===== src/rtl/pipe_ctrl_irq_pkg.sv =====
// Shared encodings for the pipeline control unit with interrupt support.
// Provides pc_sel codes, FSM states, stage indices and an index-width helper.
package pipe_ctrl_irq_pkg;

    typedef enum logic [1:0] {
        PC_SEQ    = 2'd0,
        PC_BRANCH = 2'd1,
        PC_VECTOR = 2'd2,
        PC_EPC    = 2'd3
    } pc_sel_e;

    typedef enum logic {
        ST_RUN = 1'b0,
        ST_ISR = 1'b1
    } state_e;

    localparam int STG_IF  = 0;
    localparam int STG_ID  = 1;
    localparam int STG_EXE = 2;
    localparam int STG_MEM = 3;

    // Width of an index into n lines; never zero.
    function automatic int idx_w(input int n);
        return (n > 1) ? $clog2(n) : 1;
    endfunction

endpackage


===== src/rtl/pipe_ctrl_irq_prio_enc.sv =====
// Lowest-index-first priority encoder over the pending interrupt lines.
// Ports: req (NIRQ) in; idx (index of lowest set bit) and any (req != 0) out.
module irq_prio_enc
    import pipe_ctrl_irq_pkg::*;
#(
    parameter int NIRQ = 4
) (
    input  logic [NIRQ-1:0]          req,
    output logic [idx_w(NIRQ)-1:0]   idx,
    output logic                     any
);

    localparam int IW = idx_w(NIRQ);

    // Scan downwards so the lowest set line is the last one written.
    always_comb begin
        idx = '0;
        any = |req;
        for (int i = NIRQ - 1; i >= 0; i--) begin
            if (req[i]) idx = IW'(i);
        end
    end

endmodule


===== src/rtl/pipe_ctrl_irq.sv =====
// Pipeline stage control: stall/flush arbitration plus vectored, non-nested
// interrupt entry/return with EPC capture. Optional macro: PIPE_DEBUG_EN.
// Ports: clk, rst (async, active-low); stall_req, branch_taken, pc_id,
// eret_id, irq, irq_mask in; stage_rst/en/valid, pc_sel, vec_addr, epc,
// in_isr, irq_ack, eret_err out. PIPE_DEBUG_EN adds debug_en, debug_step.
module pipe_ctrl_irq
    import pipe_ctrl_irq_pkg::*;
#(
    parameter int          NSTAGE   = 5,
    parameter int          NIRQ     = 4,
    parameter logic [31:0] VEC_BASE = 32'h0000_0100
) (
    input  logic              clk,
    input  logic              rst,
`ifdef PIPE_DEBUG_EN
    input  logic              debug_en,
    input  logic              debug_step,
`endif
    input  logic              stall_req,
    input  logic              branch_taken,
    input  logic [31:0]       pc_id,
    input  logic              eret_id,
    input  logic [NIRQ-1:0]   irq,
    input  logic [NIRQ-1:0]   irq_mask,
    output logic [NSTAGE-1:0] stage_rst,
    output logic [NSTAGE-1:0] stage_en,
    output logic [NSTAGE-1:0] stage_valid,
    output logic [1:0]        pc_sel,
    output logic [31:0]       vec_addr,
    output logic [31:0]       epc,
    output logic              in_isr,
    output logic [NIRQ-1:0]   irq_ack,
    output logic              eret_err
);

    localparam int IW = idx_w(NIRQ);

    state_e             state;
    logic [IW-1:0]      idx;
    logic               any;
    logic               hold;
    logic               take_irq;
    logic               take_eret;

    irq_prio_enc #(.NIRQ(NIRQ)) u_enc (
        .req (irq & irq_mask),
        .idx (idx),
        .any (any)
    );

`ifdef PIPE_DEBUG_EN
    // [0],[1] synchroniser, [2] previous sample for edge detection.
    logic [2:0] dbg_q;
    logic       step;

    always_ff @(posedge clk or negedge rst) begin
        if (!rst) dbg_q <= '0;
        else      dbg_q <= {dbg_q[1:0], debug_step};
    end

    assign step = dbg_q[1] & ~dbg_q[2];
    assign hold = debug_en & ~step;
`else
    assign hold = 1'b0;
`endif

    always_comb begin
        stage_rst = '0;
        stage_en  = '1;
        pc_sel    = PC_SEQ;
        irq_ack   = '0;
        eret_err  = 1'b0;
        take_irq  = 1'b0;
        take_eret = 1'b0;
        if (!rst) begin
            stage_rst = '1;
            stage_en  = '0;
        end else if (hold) begin
            stage_en = '0;
        end else if (stall_req) begin
            // Freeze IF/ID, inject a bubble into EXE; a branch
            // resolved now is re-evaluated when ID retries.
            stage_en[STG_IF]   = 1'b0;
            stage_en[STG_ID]   = 1'b0;
            stage_rst[STG_EXE] = 1'b1;
        end else if (state == ST_RUN && any &&
                     stage_valid[STG_ID] &&
                     !branch_taken && !eret_id) begin
            // ID instruction is squashed and becomes the return PC;
            // older stages drain so entry is precise.
            take_irq          = 1'b1;
            stage_rst[STG_IF] = 1'b1;
            stage_rst[STG_ID] = 1'b1;
            pc_sel            = PC_VECTOR;
            irq_ack[idx]      = 1'b1;
        end else if (state == ST_ISR && eret_id &&
                     stage_valid[STG_ID]) begin
            take_eret         = 1'b1;
            stage_rst[STG_IF] = 1'b1;
            stage_rst[STG_ID] = 1'b1;
            pc_sel            = PC_EPC;
        end else begin
            if (state == ST_RUN && eret_id) eret_err = 1'b1;
            if (branch_taken) begin
                stage_rst[STG_IF] = 1'b1;
                pc_sel            = PC_BRANCH;
            end
        end
    end

    always_ff @(posedge clk or negedge rst) begin
        if (!rst) begin
            state       <= ST_RUN;
            epc         <= '0;
            vec_addr    <= VEC_BASE;
            stage_valid <= '0;
        end else begin
            if (take_irq) begin
                state    <= ST_ISR;
                epc      <= pc_id;
                vec_addr <= VEC_BASE + (32'(idx) << 2);
            end else if (take_eret) begin
                state <= ST_RUN;
            end
            if (stage_rst[0])     stage_valid[0] <= 1'b0;
            else if (stage_en[0]) stage_valid[0] <= 1'b1;
            for (int i = 1; i < NSTAGE; i++) begin
                if (stage_rst[i])
                    stage_valid[i] <= 1'b0;
                else if (stage_en[i])
                    stage_valid[i] <= stage_valid[i-1];
            end
        end
    end

    assign in_isr = (state == ST_ISR);

endmodule


===== config.mk =====
export PLATFORM = sky130hd
export DESIGN_NAME = pipe_ctrl_irq
export DESIGN_NICKNAME = d
export VERILOG_FILES = /design/src/rtl/pipe_ctrl_irq_pkg.sv /design/src/rtl/pipe_ctrl_irq_prio_enc.sv /design/src/rtl/pipe_ctrl_irq.sv
export SDC_FILE = /design/constraint.sdc
export NUM_CORES = 1
export LEC_CHECK = 0
export CORE_ASPECT_RATIO = 2
export CORE_MARGIN = 2
export CORE_UTILIZATION = 34
export CTS_BUF_LIST = sky130_fd_sc_hd__clkbuf_4 sky130_fd_sc_hd__clkbuf_8
export DETAILED_ROUTE_END_ITERATION = 16
export GPL_ROUTABILITY_DRIVEN = 0
export PLACE_DENSITY = 0.77
export REMOVE_ABC_BUFFERS = 1
export SLEW_MARGIN = 20
export SYNTH_ARGS = -nofsm -noshare
export SYNTH_HDL_FRONTEND = slang
export SYNTH_SLANG_ARGS = --single-unit

===== constraint.sdc =====
create_clock -name clk -period 1.8 [get_ports clk]
set_clock_uncertainty 0.15 [all_clocks]
set_input_delay 0.27 -clock clk [delete_from_list [all_inputs] [get_ports clk]]
set_output_delay 0.27 -clock clk [all_outputs]
set_load 0.01 [all_outputs]

==> out/metrics.cfg, run 1 <==
[run_status]
status = finished with violations
failed_checks = setup timing

[detailed_routing]
drtAntennaViolNets = 0
drc_errors = 0
dr.pass1.iters = 4
num_vias = 1617
drt_wl_total_um = 5349
wl_per_cell_um = 15.11
via_per_inst = 4.568
drtIter0Drc = 22

[floorplanning]
ioPinCount = 132
core_area_mm2 = 0.006006
dieArea_mm2 = 0.006904
fp-row-count = 40
fp.dieH_um = 115.5
initial_utilization = 0.3521
fp.dieW_um = 59.77

[global_routing]
grt_pass1_vias = 1643
antenna_found_initial = 0
grt_overflow = 0
grt_max_degree = 26
grt_first_pass_wirelength_um = 8093
grt_util_all_layers = 0.1583

[logic_synthesis]
postSynthCellCount = 159
synthTopCellsByArea = dfrtp_1 (47%), mux2_4 (19%), buf_4 (12%)
yosysSeqAreaShare = 0.4734
synth_top_area_cell = dfrtp_1
syn-mean-instance-area_um2 = 13.30
synth-seq-cells = 40
syn-cell-area_mm2 = 0.002115
ys_async_sr_fraction = 1.000
synth_top_cell_area_share = 0.4734
synth_most_common_cell = dfrtp_1
synth_flop_cell = dfrtp_1
yosysWarnings = 0
synth_edf_count = 0
synth_commonest_cells = dfrtp_1 (40), buf_4 (35), mux2_4 (27)
synth.distinct_cells = 33

[finish]
final_layout_size_suffix_gt1_frac = 0.3265
nNetsFinal = 335
fin_area_mm2 = 0.003487
antennaDiodeCount = 0
syn_to_final_growth_pct = 64.91

[sta]
fin_ws_ns = -0.1389
fmax_mhz = 515.8
worst_pin_slew_ns = 0.8037
finalHoldViolations = 0
min_period_ns = 1.939
drv_slew = 0
rsz0062_at_grt = yes
slew_headroom = 0.4625
finalSetupTns_ns = -1.165
setup_viol = 25
hold_ws_ns = 0.01629
fin_crit_sh = 1.077

[critical_path]
crit_required_ns = 1.38
worstPathArrival_ns = 1.52
r2r-start = in_isr$_DFFE_PN0P_
cp-end-kind = output port
startpoint_type = flip-flop
path_max_fanout = 7
r2r_setup_slack_ns = -0.09
r2r_end = epc[4]$_DFFE_PN0P_
criticalPathCategory = reg -> out
endpoint = pc_sel[0]
startpoint = in_isr$_DFFE_PN0P_
ff2ff_path_depth = 8

[clock_tree]
htree_levels = 2
clk_latency_ns = 0.29
cts_tree = yes
clk_pin_slew_worst_paths_ns = 0.08
cts_sinks = 40
cts_buffers = 5
ctsLongestPathBuffers = 2
cts_root_buffer = clkbuf_8

[power_and_ir_drop]
powerDensity_mw_per_mm2 = 620.9
p_leak_nw = 1.693
ir_drop_mv = 0.5511

[placed_design]
preCtsSetupSlack_ns = -0.7557
dp_hpwl_um = 3765
portBuffers = 101
placed_cell_area_mm2 = 0.003119

[flow_run]
cap_violations = 0

[hold_path]
hold_class = in -> async

## per-stage QoR
stage            util  std cells  total power [W]
2_1_floorplan       -        147         0.001200
3_3_place_gp   0.5194        329         0.001531
3_5_place_dp   0.5194        329         0.001540
4_1_cts        0.5706        351         0.002180
5_1_grt        0.5806        354         0.002288
6_report       0.5806        354         0.002165
## state kept, by name (all words and copies together), names as in the netlist
register / flops
epc: 32
in_isr: 1
stage_valid: 5
vec_addr: 2
## cell usage in the layout (no fill, tap or decap), types with 2 or more instances in the layout
cell	n
mux2_4	27
mux2_1	5
dfrtp_1	40
buf_12	4
nor3b_1	2
buf_2	5
a22oi_2	2
buf_6	7
clkinv_2	2
buf_16	3
conb_1	30
nand2_2	2
clkbuf_8	6
clkdlybuf4s50_1	75
clkbuf_2	2
a21o_1	2
buf_4	21
nand2_1	3
dlygate4sd2_1	16
nor2_1	2
inv_1	4
a21oi_1	2
nor2b_1	2
and2_1	2
o21ai_1	3
## cell type report
type / count / area, um^2
fillers: 514 / 2519
repair buffers: 136 / 1359
multi-input cells: 103 / 940.9
well taps: 63 / 78.83
inverters: 4 / 15.01
clock buffers: 6 / 82.58
clock inverters: 2 / 10.01
flip-flops and latches: 40 / 1001
## kinds of logic (layout without fill, tap and decap cells)
kind of cell,Yosys count,in the layout,share of synthesized area
AOI/OAI and AO/OA,15,15,0.05089
muxes,33,33,0.2231
and+or+nand+nor,25,25,0.07870
other,2,30,0.003552
DFF,40,40,0.4734
buffers and inverters,44,148,0.1704
## worst max-delay path, stage by stage (launching register included)
cell and delay [ns]:
dfrtp_1 0.42, buf_4 0.17, a31o_2 0.22, nor2b_1 0.13, dlygate4sd2_1 0.28
## what timing repair did
item | CTS | global route
hold buffers | 1 | 1
cloned | 3 | 0
resized for setup | 65 | 16
endpoints found under the setup margin | 50 | 46
pin swaps | 7 | 0
setup buffers | 10 | 2
endpoints found under the hold margin | 18 | 22
## worst min-delay path by stage
stage	endpoint	slack (ns)	depth (start not counted)
6_report	vec_addr[3]$_DFFE_PN0P_	0.02	4
2_1_floorplan	epc[0]$_DFFE_PN0P_	-0.18	0
4_1_cts	vec_addr[3]$_DFFE_PN0P_	0.0003	3
5_1_grt	vec_addr[3]$_DFFE_PN0P_	0.02	4
3_5_place_dp	stage_valid[1]$_DFFE_PN0P_	0.28	3
3_3_place_gp	stage_valid[2]$_DFFE_PN0P_	0.28	3
## report_power, final
group | switching (W) | leakage (nW) | internal [W]
clock network | 0.000307 | 0.0510 | 0.000306
registers | 0.0000377 | 0.541 | 0.000964
logic | 0.000217 | 1.10 | 0.000333
## per-layer routing
metal,share of wire,GRT usage,routed length (um)
met1,0.34,0.1542,1793
met2,0.58,0.3000,3117
met3,0.066,0.04129,353
met4,0.016,0.06222,85
met5,0,0,0
No activity file was read; power rests on OpenSTA's default activity.
==> inputs of run 2 (changes only) <==
--- a/config.mk
+++ b/config.mk
@@ -7,11 +7,11 @@
 export LEC_CHECK = 0
 export CORE_ASPECT_RATIO = 2
 export CORE_MARGIN = 2
-export CORE_UTILIZATION = 34
-export CTS_BUF_LIST = sky130_fd_sc_hd__clkbuf_4 sky130_fd_sc_hd__clkbuf_8
+export CORE_UTILIZATION = 33
+export CTS_CLUSTER_DIAMETER = 60
 export DETAILED_ROUTE_END_ITERATION = 16
 export GPL_ROUTABILITY_DRIVEN = 0
-export PLACE_DENSITY = 0.77
+export PLACE_DENSITY = 0.75
 export REMOVE_ABC_BUFFERS = 1
 export SLEW_MARGIN = 20
 export SYNTH_ARGS = -nofsm -noshare
==> out/metrics.cfg, run 2 (synthesized netlist as in run 1, its figures left out) <==
[critical_path]
path_max_fanout = 3
cp_slowest_cell = dfrtp_1
cp_slowest_stage_delay_ns = 0.42
startpoint_type = flip-flop
cp_cell_sequence = nor3_4, nand3_2, a2111oi_4, buf_2
crit_required_ns = 1.38
worstPathArrival_ns = 1.51
cp-end-kind = output port
criticalPathCategory = reg -> out

[detailed_routing]
wl_per_cell_um = 14.01
drtAntennaViolNets = 0
via_per_inst = 4.349
dr.pass1.iters = 4
num_vias = 1644
drt_wl_total_um = 5295
drtIter0Drc = 31
drc_errors = 0

[clock_tree]
htree_levels = 2
clk_latency_ns = 0.28
cts_buffers = 5
cts_sinks = 40
clk_pin_slew_worst_paths_ns = 0.06
ctsLongestPathBuffers = 2
cts_tree = yes
cts_root_buffer = clkbuf_16

[global_routing]
antenna_found_initial = 0
grt_max_degree = 30
grt_pass1_vias = 1614
grt_util_all_layers = 0.1474
grtUsageMet1 = 0.1524
use_met3 = 0.04066
grt_first_pass_wirelength_um = 7631
grt_overflow = 0
gr-usage-met2 = 0.2609
grt-busiest-layer = met2

[finish]
register_area_mm2 = 0.001001
layout_commonest_cell = clkdlybuf4s50_1
syn_to_final_growth_pct = 72.19
nNetsFinal = 337
fin_area_mm2 = 0.003641
fillers = 546
multi_input_area_um2 = 964.7
final_cell_mix = clkdlybuf4s50_1 (74), dfrtp_1 (40), mux2_4 (32), conb_1 (30), buf_4 (21)
largest_register = epc
antennaDiodeCount = 0
reg_top3 = epc x32, stage_valid x5, vec_addr x2
largest_reg_flops = 32
final_layout_size_suffix_gt1_frac = 0.3493

[sta]
rsz0062_at_grt = yes
drv_slew = 0
finalHoldViolations = 0
fin_crit_sh = 1.074
min_period_ns = 1.934
setup_viol = 28
hold_ws_ns = 0.07971
fmax_mhz = 517.1
fin_ws_ns = -0.1337

[floorplanning]
dieArea_mm2 = 0.007103
fp.dieW_um = 60.60
initial_utilization = 0.3379
fp.dieH_um = 117.2
core_area_mm2 = 0.006259
ioPinCount = 132
fp-row-count = 41

[placed_design]
dp_hpwl_um = 3675
placed_cell_area_mm2 = 0.003186
portBuffers = 101

[run_status]
status = finished with violations
failed_checks = setup timing

[flow_run]
cap_violations = 0

[power_and_ir_drop]
powerDensity_mw_per_mm2 = 656.3
p_leak_nw = 1.764
ir_drop_mv = 0.7440

[hold_path]
hold_class = in -> async

-- run 2: path summary, 6_finish.rpt --
check	end	cells after the start	slack (ns)	startpoint
setup reg to reg	epc[24]$_DFFE_PN0P_	8	-0.08	in_isr$_DFFE_PN0P_
min in group clk	stage_valid[3]$_DFF_PN0_	1	0.33	stage_valid[2]$_DFFE_PN0P_
hold reg to reg	stage_valid[3]$_DFF_PN0_	1	0.33	stage_valid[2]$_DFFE_PN0P_
setup / recovery	irq_ack[2]	4	-0.13	in_isr$_DFFE_PN0P_
max in group asynchronous	epc[26]$_DFFE_PN0P_	4	1.25	rst
hold / removal	stage_valid[0]$_DFFE_PN0P_	4	0.08	rst
-- run 2: timing repair --
action,CTS,global route
gates resized for setup,57,35
setup buffers,4,5
gates cloned,2,2
pin swaps,5,9
endpoints found under the hold margin,29,0
hold buffers,1,0
setup endpoints to repair,50,44
-- run 2: critical path: cells and delay by family (launching register included) --
| kind | cells | cell delay, ns |
|---|---|---|
| buffers and inverters | 1 | 0.18 |
| AND/OR/NAND/NOR | 2 | 0.37 |
| flip-flops | 1 | 0.42 |
| AO/OA/AOI/OAI | 1 | 0.28 |
-- run 2: cell type report --
type / count / share of cell area
sequential: 40 / 0.2749
multi-input combinational: 103 / 0.2649
clock inverter: 1 / 0.001375
tap: 86 / 0.02955
timing repair buffer: 138 / 0.3897
inverter: 4 / 0.004124
clock buffer: 6 / 0.03540
-- run 2: layer usage --
layer  share of wire  wire (um)
met5               0          0
met4           0.029        152
met3           0.066        351
met2            0.56       2989
met1            0.34       1801
-- run 2: through the flow --
| stage | instances | util | power (W) | setup slack (ns) | TNS [ns] |
|---|---|---|---|---|---|
| final | 378 | 0.5818 | 0.002390 | -0.1337 | -1.629 |
| after CTS | 371 | 0.5542 | 0.002409 | -0.2195 | -5.589 |
| after global placement | 357 | 0.5090 | 0.001539 | -0.7594 | -18.24 |
| after global routing | 378 | 0.5818 | 0.002521 | -0.2055 | -4.001 |
| after detailed placement | 357 | 0.5090 | 0.001546 | -0.7333 | -18.78 |
| after floorplan | 147 | - | 0.001200 | -0.4955 | -16.12 |
-- run 2: power breakdown --
| group | switching [W] | internal, W |
|---|---|---|
| Clock | 0.000319 | 0.000503 |
| Sequential | 0.0000394 | 0.000966 |
| Combinational | 0.000217 | 0.000345 |
| Total | 0.000575 | 0.00181 |
==> inputs of run 3 (changes only) <==
--- a/config.mk
+++ b/config.mk
@@ -11,9 +11,10 @@
 export CTS_CLUSTER_DIAMETER = 60
 export DETAILED_ROUTE_END_ITERATION = 16
 export GPL_ROUTABILITY_DRIVEN = 0
+export HOLD_SLACK_MARGIN = 0.15
 export PLACE_DENSITY = 0.75
-export REMOVE_ABC_BUFFERS = 1
 export SLEW_MARGIN = 20
 export SYNTH_ARGS = -nofsm -noshare
 export SYNTH_HDL_FRONTEND = slang
+export SYNTH_HIERARCHICAL = 1
 export SYNTH_SLANG_ARGS = --single-unit
==> out/metrics.cfg, run 3 <==
[sta]
fmax_mhz = 508.7
finalHoldViolations = 0
rsz0062_at_grt = yes
fin_crit_sh = 1.092
fin_ws_ns = -0.1658
min_period_ns = 1.966
setup_viol = 40
drv_slew = 0

[critical_path]
ff2ff_path_depth = 6
r2r_end = epc[16]$_DFFE_PN0P_
path_max_fanout = 3
startpoint_type = flip-flop
worstPathArrival_ns = 1.55
criticalPathCategory = reg -> out
r2r-start = in_isr$_DFFE_PN0P_
cp-end-kind = output port
crit_required_ns = 1.38
r2r_setup_slack_ns = -0.08

[finish]
final_layout_size_suffix_gt1_frac = 0.3614
syn_to_final_growth_pct = 64.89
largest_reg_flops = 32
nNetsFinal = 329
layout_commonest_cell = clkdlybuf4s50_1
final_cell_mix = clkdlybuf4s50_1 (76), dfrtp_1 (39), mux2_4 (32), conb_1 (30), buf_4 (19)
final_cells = 371
antennaDiodeCount = 0
largest_register = epc
reg_top3 = epc x32, stage_valid x5, vec_addr x2

[placed_design]
dp_hpwl_um = 3694
dp.cells = 353
portBuffers = 101
preCtsSetupSlack_ns = -0.8604

[clock_tree]
cts_sinks = 40
cts_root_buffer = clkbuf_16
htree_levels = 2
cts_buffers = 5
cts_tree = yes
clk_latency_ns = 0.28
clk_pin_slew_worst_paths_ns = 0.06
ctsLongestPathBuffers = 2

[global_routing]
antenna_found_initial = 0
grt_pass1_vias = 1571
grt_util_all_layers = 0.1480
grt_first_pass_wirelength_um = 7797
grt_overflow = 0
grt_max_degree = 27

[logic_synthesis]
yosysSeqAreaShare = 0.4698
synthTopCellsByArea = dfrtp_1 (47%), mux2_4 (20%), buf_4 (12%)
synth.distinct_cells = 28
yosysWarnings = 6
syn-mean-instance-area_um2 = 13.23
postSynthCellCount = 161
synth_most_common_cell = dfrtp_1
ys_async_sr_fraction = 1.000
synth_top_area_cell = dfrtp_1
synth_top_cell_area_share = 0.4698
syn-cell-area_mm2 = 0.002131
synth_flop_cell = dfrtp_1
synth_commonest_cells = dfrtp_1 (40), buf_4 (35), mux2_4 (28)
synth_edf_count = 0
synth-seq-cells = 40

[floorplanning]
initial_utilization = 0.3405
core_area_mm2 = 0.006259
fp.dieH_um = 117.6
ioPinCount = 132
dieArea_mm2 = 0.007155
fp.dieW_um = 60.82
fp-row-count = 41

[hold_path]
hold_class = in -> reg
min_from = rst
holdPathStages = 3
worstHoldEndpoint = stage_valid[1]$_DFFE_PN0P_

[detailed_routing]
drc_errors = 0
via_per_inst = 4.173
drtIter0Drc = 21
wl_per_cell_um = 13.87
num_vias = 1548
dr.pass1.iters = 4
drtAntennaViolNets = 0
drt_wl_total_um = 5146

[run_status]
status = finished with violations
failed_checks = setup timing

[power_and_ir_drop]
powerDensity_mw_per_mm2 = 733.8
p_leak_nw = 1.702
ir_drop_mv = 0.3464

[flow_run]
cap_violations = 0

==> run 3: repair_timing <==
item,CTS,global route
hold buffers,1,0
buffers inserted,3,4
resized for setup,82,7
pin swaps,12,3
hold endpoints to repair,40,0
gates cloned,1,1
setup endpoints to repair,48,43
==> run 3: through the flow <==
stage	instance area, um^2	util	TNS, ns	total power [W]	hold WS [ns]
2_1_floorplan	2246	-	-0.009574	0.001285	-0.1756
3_3_place_gp	3168	0.5062	-25.15	0.001560	0.06487
3_5_place_dp	3168	0.5062	-27.26	0.001569	0.07230
4_1_cts	3436	0.5490	-3.413	0.002606	0.2770
5_1_grt	3513	0.5614	-5.396	0.002701	0.2922
6_report	3513	0.5614	-2.697	0.002578	0.2781
==> run 3: final cells by class <==
| class | count | area, um^2 |
|---|---|---|
| Clock buffer | 6 | 128.9 |
| Clock inverter | 2 | 35.03 |
| Fill cell | 548 | 2745 |
| Inverter | 3 | 11.26 |
| Multi-Input combinational cell | 105 | 979.7 |
| Sequential cell | 40 | 1002 |
| Tap cell | 86 | 107.6 |
| Timing Repair Buffer | 129 | 1249 |
==> run 3: how the worst max path moves through the flow <==
stage                                   from            to  cells past startpoint
after floorplan                  irq_mask[0]    irq_ack[3]                      8
after global placement                irq[1]  stage_rst[1]                      9
after detailed placement              irq[1]  stage_rst[1]                      9
after CTS                 in_isr$_DFFE_PN0P_    irq_ack[3]                      5
after global routing      in_isr$_DFFE_PN0P_    irq_ack[3]                      5
final                     in_isr$_DFFE_PN0P_    irq_ack[3]                      5
==> run 3: logic make-up after synthesis <==
family          share of synthesized area
simple gates                      0.09219
compound gates                    0.02995
buf+inv                            0.1703
mux                                0.2343
flops                              0.4698
other cells                      0.003525
==> run 3: layer usage <==
layer | vias to the layer above | wire (um) | GRT usage
li1 | 718 | - | -
met1 | 728 | 1718 | 0.1495
met2 | 89 | 2885 | 0.2601
met3 | 13 | 367 | 0.03846
met4 | 0 | 175 | 0.07745
met5 | - | 0 | 0
==> run 3: critical path, cell delays in order (launching register included) <==
cell,delay [ns]
dfrtp_2,0.43
nor4b_4,0.24
buf_4,0.17
and2_4,0.15
and3_4,0.18
buf_6,0.09
==> run 3: report_power, final <==
part,switching (W),internal [W],total (W)
sequential,0.0000400,0.000970,0.00101
clock,0.000337,0.000651,0.000989
combinational,0.000215,0.000365,0.000580
